**config.mk**
```make
export PLATFORM = sky130hd
export DESIGN_NAME = spi_device_shifter_flat
export DESIGN_NICKNAME = d
export VERILOG_FILES = /design/src/rtl/spi_device_shifter_if.sv /design/src/rtl/spi_device_shifter.sv /design/src/flat_wrapper.sv
export SDC_FILE = /design/constraint.sdc
export NUM_CORES = 1
export LEC_CHECK = 0
export ABC_AREA = 1
export CAP_MARGIN = 0
export CORE_MARGIN = 1
export CORE_UTILIZATION = 51
export DETAILED_ROUTE_END_ITERATION = 10
export GPL_TIMING_DRIVEN = 0
export PLACE_DENSITY = 0.78
export SYNTH_ARGS = -nofsm -noshare
export SYNTH_HDL_FRONTEND = slang
export SYNTH_SLANG_ARGS = --single-unit
```
**constraint.sdc**
```tcl
create_clock -name clk -period 1.9 [get_ports clk]
set_input_delay 0.38 -clock clk [delete_from_list [all_inputs] [get_ports clk]]
set_output_delay 0.38 -clock clk [all_outputs]
set_load 0.05 [all_outputs]
```
**src/rtl/spi_device_shifter_if.sv**
```systemverilog
// Handshake/data bundle between the SPI edge front-end, the device shifter and the command decoder.
// SPI_DEVICE_SHIFTER_UNDERRUN_EN adds tx_underrun and rx_overrun_count.
interface spi_device_shifter_if #(
  parameter int WIDTH = 8
);
  logic                     sck_rising;
  logic                     sck_falling;
  logic                     cs_n;
  logic                     mosi;
  logic                     miso;
  logic [WIDTH-1:0]         rx_data;
  logic                     rx_strobe;
  logic                     cs_start;
  logic                     cs_end;
  logic [WIDTH-1:0]         tx_data;
  logic                     tx_valid;
  logic                     tx_ready;
  logic [$clog2(WIDTH)-1:0] bit_count;
`ifdef SPI_DEVICE_SHIFTER_UNDERRUN_EN
  logic                     tx_underrun;
  logic [7:0]               rx_overrun_count;

  modport master (
    output sck_rising, sck_falling, cs_n, mosi, tx_data, tx_valid,
    input  miso, rx_data, rx_strobe, cs_start, cs_end, tx_ready, bit_count,
           tx_underrun, rx_overrun_count
  );
  modport slave (
    input  sck_rising, sck_falling, cs_n, mosi, tx_data, tx_valid,
    output miso, rx_data, rx_strobe, cs_start, cs_end, tx_ready, bit_count,
           tx_underrun, rx_overrun_count
  );
`else
  modport master (
    output sck_rising, sck_falling, cs_n, mosi, tx_data, tx_valid,
    input  miso, rx_data, rx_strobe, cs_start, cs_end, tx_ready, bit_count
  );
  modport slave (
    input  sck_rising, sck_falling, cs_n, mosi, tx_data, tx_valid,
    output miso, rx_data, rx_strobe, cs_start, cs_end, tx_ready, bit_count
  );
`endif
endinterface

```
**src/rtl/spi_device_shifter.sv**
```systemverilog
// SPI mode-0 device shifter: bytes in from MOSI, buffered response word out on MISO, CS framing pulses.
// Optional macro SPI_DEVICE_SHIFTER_UNDERRUN_EN adds tx_underrun and rx_overrun_count.
module spi_device_shifter #(
  parameter int WIDTH = 8
) (
  input logic                 clk,
  input logic                 reset,
  spi_device_shifter_if.slave bus
);
  localparam int CW = $clog2(WIDTH);

  typedef enum logic {IDLE, ACTIVE} state_t;

  state_t           state, state_nxt;
  logic [WIDTH-1:0] shift_rx, shift_tx, hold, rx_data_q;
  logic             hold_full, rx_strobe_q, cs_start_q, cs_end_q;
  logic [CW-1:0]    bit_count_q;
  logic             enter, leave, rise, fall, word_done, tx_load, capture;

  always_ff @(posedge clk or posedge reset) begin
    if (reset) state <= IDLE;
    else       state <= state_nxt;
  end

  always_comb begin
    state_nxt = state;
    case (state)
      IDLE:    if (!bus.cs_n) state_nxt = ACTIVE;
      ACTIVE:  if (bus.cs_n)  state_nxt = IDLE;
      default: state_nxt = IDLE;
    endcase
  end

  // cs_n deassertion masks any sck strobe in the same cycle; rising wins over falling.
  always_comb begin
    enter     = (state == IDLE) && !bus.cs_n;
    leave     = (state == ACTIVE) && bus.cs_n;
    rise      = (state == ACTIVE) && !bus.cs_n && bus.sck_rising;
    fall      = (state == ACTIVE) && !bus.cs_n && bus.sck_falling && !bus.sck_rising;
    word_done = rise && (bit_count_q == CW'(WIDTH - 1));
    tx_load   = enter || word_done;
    capture   = bus.tx_valid && !hold_full;
  end

  always_ff @(posedge clk or posedge reset) begin
    if (reset) begin
      shift_rx    <= '0;
      shift_tx    <= '1;
      hold        <= '0;
      hold_full   <= 1'b0;
      rx_data_q   <= '0;
      rx_strobe_q <= 1'b0;
      cs_start_q  <= 1'b0;
      cs_end_q    <= 1'b0;
      bit_count_q <= '0;
    end else begin
      rx_strobe_q <= word_done;
      cs_start_q  <= enter;
      cs_end_q    <= leave;

      if (enter || leave) begin
        bit_count_q <= '0;
        shift_rx    <= '0;
      end else if (rise) begin
        shift_rx    <= {shift_rx[WIDTH-2:0], bus.mosi};
        bit_count_q <= word_done ? '0 : bit_count_q + CW'(1);
      end

      if (word_done) rx_data_q <= {shift_rx[WIDTH-2:0], bus.mosi};

      // Boundary falling edge (bit_count==0) keeps the freshly loaded MSB on the wire.
      if (tx_load)                       shift_tx <= hold_full ? hold : '1;
      else if (fall && bit_count_q != '0) shift_tx <= {shift_tx[WIDTH-2:0], 1'b1};

      // A capture coinciding with a load: the load already sampled the old contents.
      if (capture) begin
        hold      <= bus.tx_data;
        hold_full <= 1'b1;
      end else if (tx_load) begin
        hold_full <= 1'b0;
      end
    end
  end

  assign bus.miso      = (state == ACTIVE) ? shift_tx[WIDTH-1] : 1'b1;
  assign bus.rx_data   = rx_data_q;
  assign bus.rx_strobe = rx_strobe_q;
  assign bus.cs_start  = cs_start_q;
  assign bus.cs_end    = cs_end_q;
  assign bus.tx_ready  = !hold_full;
  assign bus.bit_count = bit_count_q;

`ifdef SPI_DEVICE_SHIFTER_UNDERRUN_EN
  logic       underrun_q;
  logic [7:0] overrun_q;

  // The decoder's only consumption window is the strobe cycle; a word completing
  // while the previous strobe is still high gave it zero cycles.
  always_ff @(posedge clk or posedge reset) begin
    if (reset) begin
      underrun_q <= 1'b0;
      overrun_q  <= 8'd0;
    end else begin
      underrun_q <= tx_load && !hold_full;
      if (word_done && rx_strobe_q && overrun_q != 8'hFF) overrun_q <= overrun_q + 8'd1;
    end
  end

  assign bus.tx_underrun      = underrun_q;
  assign bus.rx_overrun_count = overrun_q;
`endif
endmodule

```
**src/flat_wrapper.sv**
```systemverilog
// flat-port wrapper written by rule: the top's interface ports become plain ports
module spi_device_shifter_flat 
#(
  parameter int WIDTH = 8
)
  (clk, reset, bus_sck_rising, bus_sck_falling, bus_cs_n, bus_mosi, bus_tx_data, bus_tx_valid, bus_miso, bus_rx_data, bus_rx_strobe, bus_cs_start, bus_cs_end, bus_tx_ready, bus_bit_count);
  spi_device_shifter_if #(.WIDTH(WIDTH)) bus_i ();
  input logic clk;
  input logic reset;
  input wire logic [$bits(bus_i.sck_rising)-1:0] bus_sck_rising;
  input wire logic [$bits(bus_i.sck_falling)-1:0] bus_sck_falling;
  input wire logic [$bits(bus_i.cs_n)-1:0] bus_cs_n;
  input wire logic [$bits(bus_i.mosi)-1:0] bus_mosi;
  input wire logic [$bits(bus_i.tx_data)-1:0] bus_tx_data;
  input wire logic [$bits(bus_i.tx_valid)-1:0] bus_tx_valid;
  output wire logic [$bits(bus_i.miso)-1:0] bus_miso;
  output wire logic [$bits(bus_i.rx_data)-1:0] bus_rx_data;
  output wire logic [$bits(bus_i.rx_strobe)-1:0] bus_rx_strobe;
  output wire logic [$bits(bus_i.cs_start)-1:0] bus_cs_start;
  output wire logic [$bits(bus_i.cs_end)-1:0] bus_cs_end;
  output wire logic [$bits(bus_i.tx_ready)-1:0] bus_tx_ready;
  output wire logic [$bits(bus_i.bit_count)-1:0] bus_bit_count;
  assign bus_i.sck_rising = bus_sck_rising;
  assign bus_i.sck_falling = bus_sck_falling;
  assign bus_i.cs_n = bus_cs_n;
  assign bus_i.mosi = bus_mosi;
  assign bus_i.tx_data = bus_tx_data;
  assign bus_i.tx_valid = bus_tx_valid;
  assign bus_miso = bus_i.miso;
  assign bus_rx_data = bus_i.rx_data;
  assign bus_rx_strobe = bus_i.rx_strobe;
  assign bus_cs_start = bus_i.cs_start;
  assign bus_cs_end = bus_i.cs_end;
  assign bus_tx_ready = bus_i.tx_ready;
  assign bus_bit_count = bus_i.bit_count;
  spi_device_shifter #(.WIDTH(WIDTH)) u_core (.clk(clk), .reset(reset), .bus(bus_i));
endmodule
```
==> results of run 1 <==
-- registers in the layout, indices dropped and copies added (netlist names) --
name,flops
u_core.bus.bit_count,3
u_core.bus.cs_end,1
u_core.bus.cs_start,1
u_core.bus.rx_data,8
u_core.bus.rx_strobe,1
u_core.hold,8
u_core.hold_full,1
u_core.shift_rx,7
u_core.shift_tx,8
u_core.state,1
-- cells by family (layout without fill, tap and decap cells) --
kind of cell / Yosys count / count (layout) / synth area share [%]
AOI/OAI and AO/OA: 19 / 19 / 5.425
buffers and inverters: 25 / 63 / 6.352
and+or+nand+nor: 107 / 107 / 27.69
DFF: 39 / 39 / 56.25
adders and majority gates: 6 / 6 / 4.283
-- final cells by class --
| cell class | instances | area [um^2] | share of cell area, % |
|---|---|---|---|
| flip-flops and latches | 39 | 985.9 | 45.65 |
| clock buffers | 7 | 55.05 | 2.549 |
| plain buffers | 5 | 36.28 | 1.680 |
| well taps | 44 | 55.05 | 2.549 |
| inverters | 20 | 75.07 | 3.476 |
| clock inverters | 1 | 5.005 | 0.2317 |
| multi-input cells | 132 | 655.6 | 30.36 |
| repair buffers | 30 | 291.5 | 13.50 |
-- power by group through the flow --
stage | sequential, W | combinational, W | clock [W]
2_1_floorplan | 0.00104 | 0.000295 | 0
3_3_place_gp | 0.00103 | 0.000410 | 0
3_5_place_dp | 0.00104 | 0.000426 | 0
4_1_cts | 0.00102 | 0.000421 | 0.000457
5_1_grt | 0.00104 | 0.000468 | 0.000497
6_report | 0.00102 | 0.000416 | 0.000445
-- metrics by stage --
stage                     instances  setup TNS [ns]  hold WS, ns  setup WS [ns]
after floorplan                 196               0       0.4345         0.2834
after global placement          270          -2.977       0.4494       -0.09343
after detailed placement        270          -6.552       0.4612        -0.1944
after CTS                       278               0       0.4881      0.0006363
after global routing            278               0       0.5116         0.1332
final                           278               0       0.4782         0.2167
-- worst register-to-register path, delay by kind of cell (launching register included) --
kind / cells / cell delay [ns]
AND/OR/NAND/NOR: 5 / 0.43
flip-flops: 1 / 0.42
adder cells (fa/ha/maj): 2 / 0.42
buffers and inverters: 1 / 0.26
-- worst min-delay path by stage --
| stage | from | endpoint |
|---|---|---|
| after global placement | u_core.hold[7] | u_core.hold[7] |
| after floorplan | u_core.hold[3] | u_core.hold[3] |
| final | reset | u_core.bus.bit_count[1] |
| after CTS | u_core.hold[4] | u_core.hold[4] |
| after global routing | u_core.shift_tx[3] | u_core.shift_tx[3] |
| after detailed placement | u_core.hold[4] | u_core.hold[4] |
-- what timing repair did --
action                                  CTS  global route
endpoints found under the setup margin   11             7
resized for setup                        12             8
pin swaps                                 0             0
buffers inserted                          0             0
hold buffers                              0             0
-- cells in the mapped netlist (all sizes together) --
| cell | number | area [um^2] |
|---|---|---|
| ha | 6 | 75.07 |
| buf | 4 | 32.53 |
| clkbuf | 1 | 3.750 |
| dfrtp | 31 | 775.7 |
| dfstp | 8 | 210.2 |
| nand4 | 2 | 12.51 |
| nand2 | 64 | 257.8 |
| nand3 | 31 | 160.1 |
| or2 | 7 | 43.80 |
| inv | 19 | 71.32 |
| o21ai | 17 | 85.08 |
| clkinv | 1 | 3.750 |
| a21oi | 2 | 10.01 |
| nor2 | 3 | 11.26 |
-- cells in the final DEF (no fill, tap or decap) --
| master | n |
|---|---|
| nor2_1 | 3 |
| dlymetal6s2s_1 | 5 |
| nand3_2 | 1 |
| clkbuf_4 | 5 |
| clkinv_2 | 1 |
| nand2_1 | 61 |
| dfstp_2 | 8 |
| or2_0 | 1 |
| a21oi_1 | 2 |
| inv_1 | 15 |
| clkdlybuf4s50_1 | 14 |
| nand4_1 | 2 |
| inv_2 | 4 |
| o21ai_0 | 17 |
| nand2_2 | 1 |
| or2_2 | 6 |
| dfrtp_1 | 31 |
| nand3_1 | 30 |
| clkbuf_2 | 2 |
| nand2_4 | 2 |
| dlygate4sd2_1 | 9 |
| buf_2 | 2 |
| clkinv_1 | 1 |
| clkbuf_1 | 2 |
| clkbuf_8 | 1 |
| buf_6 | 2 |
| ha_1 | 6 |
-- per-layer routing --
metal | vias up | track usage [%] | wire, um
met3 | 6 | 5.117 | 229
li1 | 703 | - | -
met4 | 0 | 13.96 | 39
met2 | 58 | 34.69 | 1662
met1 | 690 | 30.34 | 1535
met5 | - | 0 | 0
==> run metrics, run 1 <==
combinational power share 22.1%; Tot Pwr 0.001885 W; via count 1457; Hold Violations, Final 0; Num Clock Sinks 39; start point of the critical path u_core.state; PortBufs 30; synthesis-to-layout area growth 23.20%; total CTS buffers 5; status complete, no violations; Peak Freq 594.1 MHz; Worst path depth 3; core area 3153 um^2; worst setup path endpoint bus_miso; share of cells above drive strength 1 14.96%; Startpoint Class flip-flop; final setup skew 0.01151 ns; slowest stage delay, CP 0.40 ns; post-route cell area 2160 um^2; WS Path Type flip-flop to primary output; synth unique cells 20; Routability Congestion 0.8923; Slew Limit Fails 0; Synth warnings 0; Synth Register Bits 39; Nets 254; CTS tree built; Tcrit/Tclk final 88.60%; Net Switching 0.0005711 W; Initial Util 55.60%; number of remaining DRC errors 0; DRT Wirelength 3465 um; CP delay by family, top flip-flops; WP buf/inv 2; antenna viol nets, final 0; H-tree Lvls 2; Die Area 3675 um^2; Worst EP arrival 1.30 ns; Worst EP required 1.52 ns; LEAKAGE 1.181 nW; chip width 60.63 um; Power Internal 0.001314 W; placed cell area 2108 um^2; post-synthesis sequential area ratio 56.25%; # Max-Cap Violations 0; DRT Pass-1 Iters 4; nature of the critical path endpoint primary output; pwr/cell area 873.1 nW/um^2; Worst Tran Pin Value 0.7683 ns; Mapped Avg Cell Area 8.944 um^2; wire per inst 12.46 um; DP HPWL 2507 um; Mapped Cells 196; CP Max Fanout 3; pin count of the biggest net entering global routing 40; Worst-path clk slew 0.12 ns; ANT cells 0; sw frac 30.29%; Seq pwr share 54.3%; Via density 5.241; Min Clock Period, post-route 1.683 ns; Worst-Skew Late Latency 0.35 ns; synthesized area 1753 um^2; final setup fails 0; num ports 31; CTS root buffer clkbuf_4; Total GRT Usage 22.95%; deepest clock path buffer count 2; die height 60.63 um; Clk network pwr share 23.6%; RSZ-0062 raised after global routing false; Core Util, Final 68.49%; initial antenna violation count 0; First DRT Iteration DRCs 89; critical path's slowest cell dfrtp_1; Hold Crit Class input port to async pin; FF-to-FF setup slack 0.32 ns; fillcell total 260; Row Count 20; RR Startpoint u_core.bus.bit_count[0]; Syn Nets 217; crit-path cells inv_1 > or2_2 > clkbuf_2; Peak VDD IR 0.6136 mV; grt ovf 0; reg-to-reg endpoint u_core.shift_tx[2]; vias in the first global route 1418; relative slew slack 48.70%; first-pass GRT wire length 6072 um; FF-to-FF path depth 8
Note: power is estimated with default switching activity, not from simulation.
==> run 2: changes to the inputs <==
--- a/config.mk
+++ b/config.mk
@@ -9,2 +9,3 @@
 export CAP_MARGIN = 0
+export CORE_ASPECT_RATIO = 2
 export CORE_MARGIN = 1
--- a/constraint.sdc
+++ b/constraint.sdc
@@ -3,2 +3,2 @@
 set_output_delay 0.38 -clock clk [all_outputs]
-set_load 0.05 [all_outputs]
+set_load 0.005 [all_outputs]
==> run 2 against run 1 <==
The run now ends with design-rule violations left; critical path depth is the same; critical path type unchanged; sequential share of layout area shrank 0.29 points; hold slack lost 0.0026 ns; clock-buffer cell count is the same; routed wire length shrank 1.0%; final cell count shrank 4.7%; via count shrank 4.2%; die area grew 0.39%; flip-flop and latch count is the same; first-iteration DRC count shrank 67%.
==> run metrics, run 2 (synthesized netlist as in run 1, its figures left out) <==
die height 84.91 um (was 60.63 um); Via density 5.268 (was 5.241); Worst EP required 1.52 ns (about the same); # resized after CTS 0 (was 12); grt ovf 0 (unchanged); most frequent cells in the layout nand2_1, dfrtp_1, nand3_1, clkdlybuf4s50_1, o21ai_0 (was nand2_1, dfrtp_1, nand3_1); Total GRT Usage 21.75% (was 22.95%); DP HPWL 2480 um (was 2507 um); pwr/cell area 890.8 nW/um^2 (was 873.1 nW/um^2); sequential cell area 985.9 um^2 (unchanged); status finished, violations left (was complete, no violations); Worst-Skew Late Latency 0.30 ns (was 0.35 ns); PortBufs 30 (unchanged); RSZ-0062 raised after global routing false (unchanged); area of the multi-input gates 655.6 um^2 (unchanged); CTS root buffer clkbuf_8 (was clkbuf_4); final setup fails 0 (unchanged); chip width 43.46 um (was 60.63 um); via count 1396 (was 1457); vias in the first global route 1369 (was 1418); DRT Wirelength 3430 um (was 3465 um); core area 3229 um^2 (was 3153 um^2); fillcell total 273 (was 260); final setup skew 0.007651 ns (was 0.01151 ns); Num Clock Sinks 39 (unchanged); num ports 31 (unchanged); Row Count 29 (was 20); Hold Crit Class flip-flop to flip-flop (was input port to async pin); total CTS buffers 5 (unchanged); H-tree Lvls 2 (unchanged); Peak VDD IR 0.7993 mV (was 0.6136 mV); Min Clock Period, post-route 1.831 ns (was 1.683 ns); placed cell area 2092 um^2 (was 2108 um^2); Peak Freq 546.2 MHz (was 594.1 MHz); deepest clock path buffer count 2 (unchanged); first-pass GRT wire length 5871 um (was 6072 um); ANT cells 0 (unchanged); Hold Path Cell Cnt 2; initial antenna violation count 0 (unchanged); Worst EP arrival 1.45 ns (was 1.30 ns); commonest non-fill, non-tap cell in the layout nand2_1 (unchanged); post-route cell area 2173 um^2 (was 2160 um^2); Hold-fix buffers, CTS 0 (unchanged); Worst-path clk slew 0.07 ns (was 0.12 ns); sw frac 27.47% (was 30.29%); Clk network pwr share 28.1% (was 23.6%); LEAKAGE 1.061 nW (was 1.181 nW); CTS tree built (unchanged); Initial Util 54.28% (was 55.60%); nature of the critical path endpoint primary output (unchanged); Tcrit/Tclk final 96.36% (was 88.60%); share of cells above drive strength 1 13.68% (was 14.96%); WS Path Type flip-flop to primary output (unchanged); reg-to-reg endpoint u_core.bus.rx_data[1] (was u_core.shift_tx[2]); synthesis-to-layout area growth 23.98% (was 23.20%); HP Start u_core.hold[5]; # Max-Cap Violations 0 (unchanged); Nets 254 (unchanged); number of remaining DRC errors 2 (was 0); Worst Hold End u_core.hold[5]; FF-to-FF path depth 5 (was 8); antenna viol nets, final 0 (unchanged); DRT Pass-1 Iters 7 (was 4); failing checks design-rule violations; Die Area 3690 um^2 (was 3675 um^2); Slew Limit Fails 0 (unchanged); Power Internal 0.001404 W (was 0.001314 W); Startpoint Class flip-flop (unchanged); First DRT Iteration DRCs 29 (was 89); Worst Tran Pin Value 0.7753 ns (was 0.7683 ns); combinational power share 19.1% (was 22.1%); Net Switching 0.0005318 W (was 0.0005711 W); pin count of the biggest net entering global routing 40 (unchanged); post-CTS setup repair buffer count 0 (unchanged); RR Startpoint u_core.bus.bit_count[0] (unchanged); FF-to-FF setup slack 0.35 ns (was 0.32 ns); CP Max Fanout 3 (unchanged); wire per inst 12.94 um (was 12.46 um); Routability Congestion 0.7880 (was 0.8923); post-route setup TNS 0 ns (unchanged); Hold Violations, Final 0 (unchanged); relative slew slack 48.24% (was 48.70%); Seq pwr share 52.9% (was 54.3%)
==> run 2: worst max path at each step <==
| stage | start | endpoint | slack (ns) | depth (start not counted) |
|---|---|---|---|---|
| after floorplan | u_core.bus.bit_count[0] | u_core.shift_tx[0] | 0.54 | 8 |
| after global placement | reset | u_core.shift_rx[1] | -0.17 | 2 |
| after detailed placement | bus_cs_n | u_core.bus.rx_data[1] | -0.06 | 6 |
| after CTS | u_core.state | bus_miso | 0.05 | 3 |
| after global routing | u_core.hold_full | bus_tx_ready | 0.02 | 3 |
| final | u_core.state | bus_miso | 0.07 | 3 |
==> run 2: per-stage QoR <==
stage               hold slack [ns]  power (W)  std cells  setup WS [ns]  utilization, %
global placement             0.4523   0.001402        257        -0.1653           64.78
global route                 0.4996   0.002038        265        0.01878           67.30
detailed placement           0.4595   0.001411        257       -0.05838           64.78
CTS                          0.4758   0.001961        265        0.04615           67.30
floorplan                    0.4345   0.001284        196         0.5402               -
finish                       0.4756   0.001936        265        0.06915           67.30
==> run 2: per-layer routing <==
| metal | vias to the layer above | routed length (um) | GRT usage, % |
|---|---|---|---|
| met5 | - | 0 | 0 |
| met4 | 0 | 83 | 11.08 |
| met3 | 7 | 109 | 5.745 |
| met2 | 18 | 1948 | 39.12 |
| met1 | 669 | 1289 | 21.87 |
| li1 | 702 | - | - |
==> run 2: power groups by stage <==
stage | logic [W] | clock network (W) | registers, W
6_report | 0.000370 | 0.000543 | 0.00102
5_1_grt | 0.000424 | 0.000579 | 0.00104
4_1_cts | 0.000378 | 0.000560 | 0.00102
3_5_place_dp | 0.000373 | 0 | 0.00104
3_3_place_gp | 0.000367 | 0 | 0.00104
2_1_floorplan | 0.000262 | 0 | 0.00102
==> run 2: final cells by class <==
cell class / count / share of cell area, %
plain buffers: 5 / 1.670
clock buffers: 7 / 3.512
clock inverters: 1 / 0.2303
inverters: 20 / 3.454
multi-input cells: 132 / 30.17
flip-flops and latches: 39 / 45.37
well taps: 31 / 1.785
repair buffers: 30 / 13.82
==> run 2: worst max-delay path, stage by stage (launching register included) <==
cell             delay [ns]
dfrtp_1                0.38
inv_1                  0.06
or2_2                  0.28
clkdlybuf4s50_1        0.45
==> run 3: changes to the inputs <==
--- a/config.mk
+++ b/config.mk
@@ -12,2 +12,3 @@
 export CORE_UTILIZATION = 51
+export CTS_BUF_LIST = sky130_fd_sc_hd__clkbuf_16
 export DETAILED_ROUTE_END_ITERATION = 10
==> constraint.sdc (replaced) <==
create_clock -name clk -period 1.9 [get_ports clk]
set_input_delay 0.57 -clock clk [delete_from_list [all_inputs] [get_ports clk]]
set_output_delay 0.57 -clock clk [all_outputs]
set_load 0.005 [all_outputs]
==> run 3 against run 2 <==
The run still ends with design-rule violations left; total power increased by 14%; sequential power about the same; routed wire length increased by 6.0%; global-route usage increased by 0.39 points; maximum frequency decreased by 0.21%; critical path type is now input port to flip-flop; critical endpoint is now u_core.shift_tx[2]; highest routed layer unchanged.
==> run metrics, run 3 (synthesized netlist as in run 1, its figures left out) <==
status finished, violations left (unchanged); failing checks design-rule violations (unchanged); CTS tree built (unchanged); Worst-Skew Late Latency 0.28 ns (was 0.30 ns); post-route setup TNS 0 ns (unchanged); critical path's slowest cell clkdlybuf4s50_1 (unchanged); Num Clock Sinks 39 (unchanged); deepest clock path buffer count 2 (unchanged); DRT Pass-1 Iters 7 (unchanged); first-pass GRT wire length 6023 um (was 5871 um); Via density 5.290 (was 5.268); Die Area 3690 um^2 (unchanged); Slew Limit Fails 0 (unchanged); Worst-path clk slew 0.06 ns (was 0.07 ns); relative slew slack 47.84% (was 48.24%); slowest stage delay, CP 0.48 ns (was 0.45 ns); Hold Violations, Final 0 (unchanged); pwr/cell area 973.8 nW/um^2 (was 890.8 nW/um^2); WS Path Type input port to flip-flop (was flip-flop to primary output); commonest non-fill, non-tap cell in the layout nand2_1 (unchanged); Total GRT Usage 22.14% (was 21.75%); nature of the critical path endpoint flip-flop (was primary output); hold slack 0.4714 ns (was 0.4756 ns); CTS root buffer clkbuf_16 (was clkbuf_8); share of cells above drive strength 1 15.97% (was 13.68%); total CTS buffers 5 (unchanged); DRT Wirelength 3635 um (was 3430 um); synthesis-to-layout area growth 29.55% (was 23.98%); num ports 31 (unchanged); # Max-Cap Violations 0 (unchanged); Worst EP arrival 2.04 ns (was 1.45 ns); DP HPWL 2480 um (unchanged); fillcell total 259 (was 273); LEAKAGE 1.127 nW (was 1.061 nW); H-tree Lvls 2 (unchanged); wire per inst 13.51 um (was 12.94 um); chip width 43.46 um (unchanged); Worst EP required 2.11 ns (was 1.52 ns); Nets 258 (was 254); Peak VDD IR 0.9700 mV (was 0.7993 mV); Worst Tran Pin Value 0.7813 ns (was 0.7753 ns); core area 3229 um^2 (unchanged); Initial Util 54.28% (unchanged); Tcrit/Tclk final 96.57% (was 96.36%); ANT cells 0 (unchanged); initial antenna violation count 0 (unchanged); RSZ-0062 raised after global routing true (was false); most frequent cells in the layout nand2_1, dfrtp_1, nand3_1 (was nand2_1, dfrtp_1, nand3_1, clkdlybuf4s50_1, o21ai_0); grt ovf 0 (unchanged); crit-path cells clkdlybuf4s50_1 > inv_1 > ha_1 > nand3_2 > nand2_4 > inv_4 > nand2_4 > nand2_1 > nand2_1 (was inv_1 > or2_2 > clkdlybuf4s50_1); pin count of the biggest net entering global routing 40 (unchanged); CP Max Fanout 10 (was 3); post-route cell area 2271 um^2 (was 2173 um^2); final setup skew 0.007332 ns (was 0.007651 ns); vias in the first global route 1414 (was 1369); First DRT Iteration DRCs 38 (was 29); via count 1423 (was 1396); Startpoint Class input port (was flip-flop); number of remaining DRC errors 2 (unchanged); Peak Freq 545.0 MHz (was 546.2 MHz); Core Util, Final 70.32% (was 67.30%); final setup fails 0 (unchanged); Hold Crit Class flip-flop to flip-flop (unchanged); die height 84.91 um (unchanged); Routability Congestion 0.7880 (unchanged); Row Count 29 (unchanged); Min Clock Period, post-route 1.835 ns (was 1.831 ns); placed cell area 2092 um^2 (unchanged); antenna viol nets, final 0 (unchanged); PortBufs 30 (unchanged)
## run 3: cell count changes in the layout (fill, tap and decap cells not counted), sizes merged
cell / previous run / this run
inv: 19 / 21
clkbuf: 8 / 6
dlygate4sd2: 0 / 1
clkinv: 2 / 1
clkdlybuf4s50: 30 / 28
clkinvlp: 0 / 1
dlymetal6s2s: 0 / 1
buf: 4 / 8
## run 3: what timing repair did
item,CTS,global route
setup buffers,4,0
endpoints found under the setup margin,2,26
pin swaps,0,0
resized for setup,1,7
hold buffers,0,0
## run 3: critical path, delay by kind of cell
kind / cells / cell delay [ns]
adders and majority gates: 1 / 0.23
buffers and inverters: 3 / 0.69
and+or+nand+nor: 5 / 0.55
## run 3: where the power goes
| part | total [W] | internal (W) | switching, W |
|---|---|---|---|
| clock | 0.000784 | 0.000474 | 0.000310 |
| sequential | 0.00102 | 0.000969 | 0.0000552 |
| combinational | 0.000403 | 0.000196 | 0.000207 |
| total | 0.00221 | 0.00164 | 0.000572 |
## run 3: worst paths after layout
path	end	slack (ns)	depth (start not counted)	startpoint
min	u_core.hold[5]	0.47	2	u_core.hold[5]
min in group asynchronous	u_core.hold[3]	0.76	2	reset
min reg2reg	u_core.hold[5]	0.47	2	u_core.hold[5]
max reg2reg	u_core.shift_tx[2]	0.36	8	u_core.bus.bit_count[0]
max	u_core.shift_tx[2]	0.07	9	bus_cs_n
max in group asynchronous	u_core.bus.rx_data[0]	0.64	2	reset
## run 3: final cells by class
cell class                 count  area, um^2  share of cell area [%]
inverter                      20       81.33                   3.581
sequential                    39       985.9                   43.42
tap                           31       38.79                   1.708
buffer                         5       40.04                   1.763
timing repair buffer          34       331.6                   14.60
clock buffer                   5       125.1                   5.510
clock inverter                 3       12.51                  0.5510
multi-input combinational    132       655.6                   28.87
## run 3: through the flow
stage                     cells  setup slack [ns]  power (W)
final                       269           0.06523   0.002211
after CTS                   269          0.007190   0.002228
after global routing        269          -0.03929   0.002308
after global placement      257           -0.3553   0.001402
after detailed placement    257           -0.2484   0.001411
after floorplan             196            0.4539   0.001284
## run 3: layer usage
| layer | wire [um] | vias up | GRT usage, % |
|---|---|---|---|
| met5 | 0 | - | 0 |
| met4 | 55 | 0 | 8.239 |
| met3 | 116 | 4 | 5.106 |
| met2 | 2101 | 22 | 41.60 |
| met1 | 1362 | 687 | 22.45 |
| li1 | - | 710 | - |
